**src/rtl/prime_checker_seq.sv**
```systemverilog
// Sequential primality tester: odd trial division with a restoring remainder unit, WIDTH cycles per divisor.
// Optional smallest-factor output is enabled by defining PRIME_FACTOR_EN.
module prime_checker_seq #(
    parameter int WIDTH = 8
) (
    input  logic             clk,
    input  logic             rst_n,
    input  logic             start,
    input  logic [WIDTH-1:0] a,
    output logic             busy,
    output logic             done,
    output logic             is_prime
`ifdef PRIME_FACTOR_EN
    ,
    output logic [WIDTH-1:0] factor
`endif
);

    localparam int CW = $clog2(WIDTH + 1);

    typedef enum logic [2:0] {IDLE, CHECK, DIV, NEXT, DONE} state_t;

    state_t           state;
    logic [WIDTH-1:0] n;
    logic [WIDTH-1:0] d;
    logic [WIDTH-1:0] sh;
    logic [WIDTH-1:0] r;
    logic [CW-1:0]    cnt;

    logic [WIDTH:0]     rem_t;
    logic [WIDTH-1:0]   d_nxt;
    logic [2*WIDTH-1:0] d_ext;
    logic [2*WIDTH-1:0] d_sq;
    logic               past_root;

    // The square of the next divisor is formed at double width so the bound
    // stays exact even for n = 2^WIDTH-1.
    always_comb begin
        rem_t     = {r, sh[WIDTH-1]};
        d_nxt     = d + WIDTH'(2);
        d_ext     = {{WIDTH{1'b0}}, d_nxt};
        d_sq      = d_ext * d_ext;
        past_root = d_sq > {{WIDTH{1'b0}}, n};
    end

    always_ff @(posedge clk or negedge rst_n) begin
        if (!rst_n) begin
            state    <= IDLE;
            n        <= '0;
            d        <= '0;
            sh       <= '0;
            r        <= '0;
            cnt      <= '0;
            busy     <= 1'b0;
            done     <= 1'b0;
            is_prime <= 1'b0;
`ifdef PRIME_FACTOR_EN
            factor   <= '0;
`endif
        end else begin
            case (state)
                IDLE: begin
                    if (start) begin
                        n     <= a;
                        busy  <= 1'b1;
                        state <= CHECK;
                    end
                end
                CHECK: begin
                    if (n < WIDTH'(2)) begin
                        is_prime <= 1'b0;
`ifdef PRIME_FACTOR_EN
                        factor   <= '0;
`endif
                        done     <= 1'b1;
                        state    <= DONE;
                    end else if (n < WIDTH'(4)) begin
                        is_prime <= 1'b1;
`ifdef PRIME_FACTOR_EN
                        factor   <= '0;
`endif
                        done     <= 1'b1;
                        state    <= DONE;
                    end else if (!n[0]) begin
                        is_prime <= 1'b0;
`ifdef PRIME_FACTOR_EN
                        factor   <= WIDTH'(2);
`endif
                        done     <= 1'b1;
                        state    <= DONE;
                    end else if (n < WIDTH'(9)) begin
                        is_prime <= 1'b1;
`ifdef PRIME_FACTOR_EN
                        factor   <= '0;
`endif
                        done     <= 1'b1;
                        state    <= DONE;
                    end else begin
                        d     <= WIDTH'(3);
                        sh    <= n;
                        r     <= '0;
                        cnt   <= '0;
                        state <= DIV;
                    end
                end
                DIV: begin
                    // The partial remainder never reaches d, so the low WIDTH bits suffice.
                    if (rem_t >= {1'b0, d}) begin
                        r <= rem_t[WIDTH-1:0] - d;
                    end else begin
                        r <= rem_t[WIDTH-1:0];
                    end
                    sh  <= sh << 1;
                    cnt <= cnt + CW'(1);
                    if (cnt == CW'(WIDTH - 1)) begin
                        state <= NEXT;
                    end
                end
                NEXT: begin
                    if (r == '0) begin
                        is_prime <= 1'b0;
`ifdef PRIME_FACTOR_EN
                        factor   <= d;
`endif
                        done     <= 1'b1;
                        state    <= DONE;
                    end else if (past_root) begin
                        is_prime <= 1'b1;
`ifdef PRIME_FACTOR_EN
                        factor   <= '0;
`endif
                        done     <= 1'b1;
                        state    <= DONE;
                    end else begin
                        d     <= d_nxt;
                        sh    <= n;
                        r     <= '0;
                        cnt   <= '0;
                        state <= DIV;
                    end
                end
                DONE: begin
                    done  <= 1'b0;
                    busy  <= 1'b0;
                    state <= IDLE;
                end
                default: begin
                    state <= IDLE;
                    busy  <= 1'b0;
                    done  <= 1'b0;
                end
            endcase
        end
    end

endmodule

```
**config.mk**
```make
export PLATFORM = sky130hd
export DESIGN_NAME = prime_checker_seq
export DESIGN_NICKNAME = d
export VERILOG_FILES = /design/src/rtl/prime_checker_seq.sv
export SDC_FILE = /design/constraint.sdc
export NUM_CORES = 1
export LEC_CHECK = 0
export ABC_AREA = 1
export CORE_ASPECT_RATIO = 0.5
export CORE_MARGIN = 8
export CORE_UTILIZATION = 58
export CTS_BUF_LIST = sky130_fd_sc_hd__clkbuf_16
export DETAILED_ROUTE_END_ITERATION = 12
export PLACE_DENSITY_LB_ADDON = 0.08
export SLEW_MARGIN = 20
export SYNTH_ARGS = -nofsm -noshare
export SYNTH_HDL_FRONTEND = slang
export SYNTH_SLANG_ARGS = --single-unit
```
**constraint.sdc**
```tcl
create_clock -name clk -period 6.55 [get_ports clk]
set_input_delay 1.31 -clock clk [delete_from_list [all_inputs] [get_ports clk]]
set_output_delay 1.31 -clock clk [all_outputs]
set_load 0.01 [all_outputs]
```
; ---- Word-level counts from Yosys, hierarchy flattened
; Index checks and enable logic that the tools add are counted.
[totals]
register_bits = 42
in_bits = 11
output_inout_bits = 3
elab_cells = 99
[op_classes]
n_addsub = 3
n_mul = 1
n_lt_le_gt_ge = 5
eq_ne = 14
mux = 52
bitwise = 2
reduce_logical = 13
[op_table]
columns = cell, n
row1 = two-way mux 8 bit, 19
row2 = case mux 8 bit (3 select lines), 2
row3 = two-way mux 3 bit, 8
row4 = two-way mux 4 bit, 6
row5 = > comparator 16 x 8 -> 1 bit, 1
row6 = multiplier 8 x 8 -> 16 bit, 1
row7 = != test 2 bit (second input constant), 8
row8 = case mux 8 bit (2 select lines), 1
row9 = AND reduction 7 bit, 2
row10 = case mux 3 bit (4 select lines), 1
row11 = case mux 4 bit (3 select lines), 1
row12 = two-way mux 1 bit, 11
row13 = greater-or-equal comparator 9 x 8 -> 1 bit, 1
row14 = adder 8 x 2 -> 8 bit (second input constant), 1
row15 = zero test 8 bit, 1
row16 = < comparator 8 x 2 -> 1 bit (second input constant), 1
row17 = < comparator 8 x 3 -> 1 bit (second input constant), 1
row18 = < comparator 8 x 4 -> 1 bit (second input constant), 1
row19 = subtractor 8 bit, 1
row20 = == test 3 x 2 -> 1 bit (second input constant), 2
row21 = AND reduction 2 bit, 3
row22 = AND reduction 3 bit, 2
row23 = != test 5 bit (second input constant), 1
row24 = adder 4 x 1 -> 4 bit (second input constant), 1
row25 = 11 further kinds, 13

; ---- Longest topological paths before layout
; Gate-level depths: netlist of run 1.
[depth]
depth_word = 6
ltp_mapped = 31
depth_no_buf = 31

; ---- Least setup slack after synthesis of run 1
; No wires, ideal clock.
[synth_path]
path_type = reg2reg
start = register d[1]
end = register r[0]
setup_ns = 0.127
arrival_time_ns = 5.287
required_time_ns = 6.423
slack_ns = 1.136
path_stages_with_launch = 27
n_path_buf = 3
synth_period_minus_slack_ns = 5.414
cell_sequence = dfrtp_1 > clkbuf_1 > inv_1 > ha_1 > clkbuf_1 > nor2_1 > fa_1 > xor2_1 > xor2_1 > fa_1 > inv_1 > fa_1 > inv_1 > ha_1 > xnor2_1 > ha_1 > nand2_1 > nor2_1 > and3_1 > a21oi_1 > nor2_1 > nand2_1 > nor2_1 > nand4_4 > nand2_1 > buf_6 > o21ai_1
[synth_via]
elab_chain_len = 5
elab_cells_between_ends = 8
classes_between = 1 x add/sub / 1 x mul / 2 x order compare / 1 x eq/ne / 2 x mux / 1 x reduce/logical
[synth_rtl]
columns = item, line_no
row1 = from (decl), 25  ; logic [WIDTH-1:0] d;
row2 = from (signal assigned), 135  ; d <= d_nxt;
row3 = adder 8 x 2 -> 8 bit, 40  ; d_nxt = d + WIDTH'(2);
row4 = multiplier 8 x 8 -> 16 bit, 42  ; d_sq = d_ext * d_ext;
row5 = > comparator 16 x 8 -> 1 bit, 43  ; past_root = d_sq > {{WIDTH{1'b0}}, n};
row6 = != test 2 bit (no line), -
row7 = AND reduction 7 bit (no line), -
row8 = to (signal assigned), 109  ; r <= rem_t[WIDTH-1:0] - d;
row9 = to (signal assigned), 111  ; r <= rem_t[WIDTH-1:0];
row10 = to (decl), 27  ; logic [WIDTH-1:0] r;
; Parallel ways exist; a longest one is shown, timed or not.
; A chain may end at the register's enable or synchronous reset.

; ---- Worst setup path in the final report of run 1
[layout_path]
start = register d[3]
end = register d[5]
[layout_via]
elab_chain_len = 5
elab_cells_between_ends = 8
classes_between = 1 x add/sub / 1 x mul / 1 x order compare / 1 x eq/ne / 3 x mux / 1 x reduce/logical
[layout_rtl]
columns = item, line_no
row1 = adder 8 x 2 -> 8 bit *, 40
row2 = multiplier 8 x 8 -> 16 bit, 42
row3 = > comparator 16 x 8 -> 1 bit, 43
row4 = != test 2 bit (no line), -
row5 = AND reduction 7 bit (no line), -
; Mark *: on every way between the ends. The rest lies on a longest branch, timed or not. The select of a mux whose other input is x is not followed.

==> results.py, run 1 <==
metrics = {
    "run_status": {
        "status": "complete, no violations",
    },
    "placed_design": {
        "numPortBuffers": 13,
        "place_congestion": 0.861,
        "place_area_sq_mm": 0.00451,
        "dp_hpwl_um": 7360,
    },
    "clock_tree": {
        "clock_latency_ns": 0.29,
        "h-tree-depth": 2,
        "post_cts_buffers": 0,
        "cts_tree": "done",
        "cts_hold_buffers": 0,
        "cts-resized-gates": 0,
        "cts_root_buf": "clkbuf_16",
        "cts_sinks": 42,
        "clk_pin_slew_ns": 0.06,
        "cts_made_buffers": 5,
        "clock_path_buffers": 2,
    },
    "die": {
        "die_w_um": 138,
        "num_rows": 22,
        "start_util_pct": 59.1,
        "ios": 14,
        "dieArea_sq_mm": 0.0106,
        "core_sq_mm": 0.00727,
        "die_y_um": 76.9,
    },
    "power_and_ir_drop": {
        "pwr-share-comb_pct": 62.8,
        "seqPwrFrac_pct": 22.9,
        "p_sw_share_pct": 48.0,
        "finalPower_mw": 1.97,
        "ir_worst_vdd_uv": 158,
        "p_leak_nw": 2.56,
        "powerDensity_mw_per_mm2": 421,
        "internal_power_mw": 1.03,
        "power.clock.fraction_pct": 14.3,
        "netSwitchingPower_mw": 0.948,
    },
    "synth": {
        "synth_warnings": 0,
        "yosysUniqueCellTypes": 36,
        "syn_inst": 590,
        "ys_seq_area_share_pct": 24.5,
        "yosysMostFrequentCell": "nand2_1",
        "synth_top_area_cell": "dfrtp_1",
        "yosys.area.top_type_share_pct": 24.5,
        "synth_area_per_cell_sq_um": 7.28,
        "synth_area_sq_mm": 0.00430,
        "yosys-top-cells-area": "dfrtp_1 (24%), ha_1 (13%), fa_1 (12%)",
        "synth_edf_count": 0,
        "syn-num-nets": 673,
        "synth_ff_type": "dfrtp_1",
        "async_reset_ff_share_pct": 100,
        "synth_common_cells": "nand2_1 (136), inv_1 (114), nor2_1 (60)",
        "ys_ff_latch": 42,
    },
    "timing": {
        "skew_ns": 0.00781,
        "hold_violations": 0,
        "max_slew_margin_pct": 29.0,
        "finalMaxSlewViolations": 0,
        "tightest_slew_ns": 1.06,
        "period_share_pct": 93.2,
        "finalSetupViolations": 0,
        "layout_min_cycle_time_ns": 6.11,
        "fmax_mhz": 164,
    },
    "cells_and_area": {
        "post-route-util_pct": 64.5,
        "final-seq-area_sq_mm": 0.00105,
        "antenna_cells": 0,
        "drive_gt1_share_pct": 4.30,
        "final_nets": 686,
        "multi_input_area_sq_mm": 0.00276,
        "final_cell_area_sq_mm": 0.00469,
        "synthToLayoutAreaGrowth_pct": 9.08,
        "nFillCells": 645,
    },
    "setup_path": {
        "cp.arrival_ns": 6.26,
        "worst_setup_path_start_kind": "register",
        "worst_path_max_delay_cell": "fa_1",
        "required_ns": 6.71,
        "path_buf_inv": 6,
        "slowest_delay_ns": 0.53,
        "crit_path_max_fanout": 14,
        "critPathCaptureType": "register",
        "critical_path_class": "register to register",
        "cp_common_cell": "nand2_1",
        "critical_path.top_delay_family": "adder cells",
    },
    "detailed_routing": {
        "route.detailed.drc": 0,
        "final_antenna_net_count": 0,
        "drt-total-wl_um": 9040,
        "drt_iter0_drc": 262,
        "first_pass_iters": 5,
        "avgRoutedWirePerCell_um": 12.9,
        "viasPerCell": 5.26,
        "vias": 3684,
    },
    "grt": {
        "grt_start_max_net_pins": 43,
        "grt_pass1_wl_um": 16400,
        "antenna_found_initial": 0,
        "track_usage_pct": 18.6,
        "grt_pass1_vias": 3670,
        "grt_overflow": 0,
    },
    "flow_run": {
        "max_cap_viol_count": 0,
    },
    "worst_hold_path": {
        "hold_path_class": "register to register",
    },
}
## cells by family after synthesis
logic type | after synthesis | synth area share (%)
muxes | 1 | 0.262
xor gates and xnor gates | 14 | 2.85
buffers and inverters | 127 | 11.6
and+or+nand+nor | 269 | 26.7
DFF | 42 | 24.5
adders and majority gates | 72 | 25.5
AOI/OAI and AO/OA | 65 | 8.62
## worst reg2reg max path, delay by kind of cell (launching register included)
family | cells | cell delay [ns]
simple gates | 13 | 1.85
fa+ha+maj | 6 | 2.32
compound gates | 3 | 0.59
flops | 1 | 0.47
buf+inv | 6 | 0.61
xor+xnor | 1 | 0.14
## power by group through the flow
stage	registers, mW	clock network, mW	logic (mW)
2_1_floorplan	0.430	0	0.988
3_3_place_gp	0.452	0	1.21
3_5_place_dp	0.451	0	1.23
4_1_cts	0.450	0.287	1.24
5_1_grt	0.466	0.297	1.45
6_report	0.452	0.282	1.24
## routing by layer
metal	vias up	GRT usage [%]	wire length, um
li1	1880	-	-
met1	1736	26.5	4600
met2	63	29.5	3930
met3	5	2.60	434
met4	0	3.62	72
met5	-	0	0
## state kept, by name (all words and copies together) (netlist names)
name and count:
d 8, n 8, r 8, sh 8, cnt 4, state 3
busy 1, done 1, is_prime 1
## placed cells by master (no fill, tap or decap), types with 2 or more instances in the layout
cell,n
inv_2,2
fa_1,26
o211ai_1,9
o21ai_0,10
nand2_2,3
nor2_2,2
nor4_1,2
nand3b_1,2
o21ai_1,15
buf_4,4
xnor2_1,6
inv_1,114
a21oi_1,22
nor2_1,60
nand4_1,5
ha_1,46
o21bai_1,3
or2_2,2
clkdlybuf4s50_1,12
clkbuf_16,5
nor3_1,6
dfrtp_1,42
nand2_1,135
xor2_1,7
nand3_1,48
## cell type report
type / instances / area share, %
Multi-Input combinational cell: 421 / 58.8
Sequential cell: 42 / 22.4
Inverter: 116 / 9.29
Timing Repair Buffer: 17 / 3.31
Clock buffer: 5 / 2.67
Tap cell: 96 / 2.56
Clock inverter: 3 / 0.934
## per-stage QoR
stage | instances | setup WS (ns) | setup TNS [ns] | hold slack [ns]
6_report | 700 | 0.443 | 0 | 0.472
3_3_place_gp | 692 | 0.359 | 0 | 0.462
5_1_grt | 700 | -0.0103 | -0.0103 | 0.519
3_5_place_dp | 692 | 0.281 | 0 | 0.461
4_1_cts | 700 | 0.269 | 0 | 0.477
2_1_floorplan | 590 | 1.14 | 0 | 0.452
## worst paths after layout
check                                      start                  to  slack, ns  cells past startpoint
worst max-delay path            d[3]$_DFFE_PN0P_    d[5]$_DFFE_PN0P_       0.44                     29
worst min-delay path            done$_DFFE_PN0P_    done$_DFFE_PN0P_       0.47                      2
worst max register to register  d[3]$_DFFE_PN0P_    d[5]$_DFFE_PN0P_       0.44                     29
worst min register to register  done$_DFFE_PN0P_    done$_DFFE_PN0P_       0.47                      2
max in group asynchronous                  rst_n  cnt[2]$_DFFE_PN0P_       4.81                      1
min in group asynchronous                  rst_n    d[4]$_DFFE_PN0P_       1.16                      1
(Power assumes the default switching activity.)
==> run 2: changes to the inputs <==
--- a/config.mk
+++ b/config.mk
@@ -8,5 +8,5 @@
 export ABC_AREA = 1
 export CORE_ASPECT_RATIO = 0.5
-export CORE_MARGIN = 8
+export CORE_MARGIN = 1.5
 export CORE_UTILIZATION = 58
 export CTS_BUF_LIST = sky130_fd_sc_hd__clkbuf_16
==> constraint.sdc (replaced) <==
create_clock -name clk -period 6.55 [get_ports clk]
set_input_delay 0.655 -clock clk [delete_from_list [all_inputs] [get_ports clk]]
set_output_delay 0.655 -clock clk [all_outputs]
set_load 0.01 [all_outputs]
==> results.py, run 2 (same netlist as run 1, synthesis figures left out) <==
metrics = {
    "placed_design": {
        "place_congestion": 0.903,
        "dp.cells": 688,
        "place_area_sq_mm": 0.00450,
        "numPortBuffers": 13,
        "dp_hpwl_um": 7440,
    },
    "timing": {
        "max_slew_margin_pct": 32.1,
        "skew_ns": 0.00205,
        "finalMaxSlewViolations": 0,
        "period_share_pct": 92.1,
        "hold_violations": 0,
        "fmax_mhz": 166,
        "layout_min_cycle_time_ns": 6.03,
        "finalSetupViolations": 0,
        "whs_ns": 0.498,
        "tns_ns": 0,
        "rsz0062_at_grt": "false",
        "tightest_slew_ns": 1.01,
    },
    "setup_path": {
        "required_ns": 6.72,
        "worst_path_max_delay_cell": "fa_1",
        "slowest_delay_ns": 0.53,
        "critPathCaptureType": "register",
        "worst_setup_path_start_kind": "register",
        "crit_path_max_fanout": 14,
        "critical_path_class": "register to register",
        "cp.arrival_ns": 6.20,
    },
    "die": {
        "die_w_um": 125,
        "start_util_pct": 62.2,
        "dieArea_sq_mm": 0.00797,
        "die_y_um": 63.9,
        "core_sq_mm": 0.00691,
        "ios": 14,
        "num_rows": 21,
    },
    "detailed_routing": {
        "route.detailed.drc": 0,
        "final_antenna_net_count": 0,
        "drt_iter0_drc": 274,
        "avgRoutedWirePerCell_um": 13.2,
        "first_pass_iters": 5,
        "drt-total-wl_um": 9210,
        "vias": 3761,
        "viasPerCell": 5.40,
    },
    "clock_tree": {
        "cts_made_buffers": 5,
        "cts_tree": "done",
        "post_cts_buffers": 0,
        "clock_path_buffers": 2,
        "cts_sinks": 42,
        "h-tree-depth": 2,
        "cts-resized-gates": 0,
        "clk_pin_slew_ns": 0.06,
        "cts_root_buf": "clkbuf_16",
        "clock_latency_ns": 0.29,
        "cts_hold_buffers": 0,
    },
    "grt": {
        "track_usage_pct": 26.2,
        "grt_pass1_wl_um": 17000,
        "grt_overflow": 0,
        "grt_start_max_net_pins": 43,
        "grt_pass1_vias": 3784,
        "antenna_found_initial": 0,
    },
    "power_and_ir_drop": {
        "powerDensity_mw_per_mm2": 417,
        "ir_worst_vdd_uv": 163,
        "finalPower_mw": 1.95,
        "p_leak_nw": 2.54,
    },
    "cells_and_area": {
        "instances_no_fill": 696,
        "final_cell_area_sq_mm": 0.00467,
        "final_nets": 686,
        "layout_common_cells": "nand2_1 (134), inv_1 (114), nor2_1 (60), nand3_1 (48), ha_1 (46)",
        "antenna_cells": 0,
        "synthToLayoutAreaGrowth_pct": 8.59,
        "final_common_cell": "nand2_1",
        "drive_gt1_share_pct": 4.47,
    },
    "run_status": {
        "status": "complete, no violations",
    },
    "worst_hold_path": {
        "hold_path_class": "input port to async pin",
    },
    "flow_run": {
        "max_cap_viol_count": 0,
    },
}
run 2: final timing paths:
| kind | cells after the start | from | to | slack (ns) |
|---|---|---|---|---|
| min in group clk | 2 | n[7]$_DFFE_PN0P_ | sh[7]$_DFFE_PN0P_ | 0.50 |
| max reg2reg | 29 | d[2]$_DFFE_PN0P_ | d[3]$_DFFE_PN0P_ | 0.52 |
| min | 1 | rst_n | cnt[0]$_DFFE_PN0P_ | 0.50 |
| max in group asynchronous | 1 | rst_n | d[3]$_DFFE_PN0P_ | 5.48 |
| min reg2reg | 2 | n[7]$_DFFE_PN0P_ | sh[7]$_DFFE_PN0P_ | 0.50 |
| max | 29 | d[2]$_DFFE_PN0P_ | d[3]$_DFFE_PN0P_ | 0.52 |
run 2: worst max-delay path: cells and delay by family, from the launching register on:
family,cells,cell delay [ns]
flip-flops,1,0.43
XOR/XNOR,2,0.42
adder cells (fa/ha/maj),7,2.63
AND/OR/NAND/NOR,12,1.60
AO/OA/AOI/OAI,2,0.14
buffers and inverters,6,0.70
run 2: layout make-up:
class / count / area [sq um]
timing repair buffer: 17 / 155
tap: 92 / 115
clock inverter: 3 / 25.0
sequential: 42 / 1050
multi-input combinational: 421 / 2760
fill: 605 / 2240
clock buffer: 5 / 125
inverter: 116 / 435
run 2: report_power, final:
group / total (mW) / switching [mW] / internal (mW)
Clock: 0.252 / 0.109 / 0.143
Sequential: 0.454 / 0.0875 / 0.367
Combinational: 1.24 / 0.764 / 0.477
Total: 1.95 / 0.961 / 0.987
run 2: per-layer routing:
layer,up-vias,part of all wire [%],GRT usage (%)
met5,-,0,0
met4,0,0.80,5.46
met3,7,6.7,3.35
met2,123,45,44.5
met1,1753,48,36.5
li1,1878,-,-
run 2: metrics by stage:
step                      util [%]  worst slack [ns]
after floorplan                  -              1.14
after global placement        65.2             0.484
after detailed placement      65.2             0.364
after CTS                     67.4             0.346
after global routing          67.5            0.0350
final                         67.5             0.516
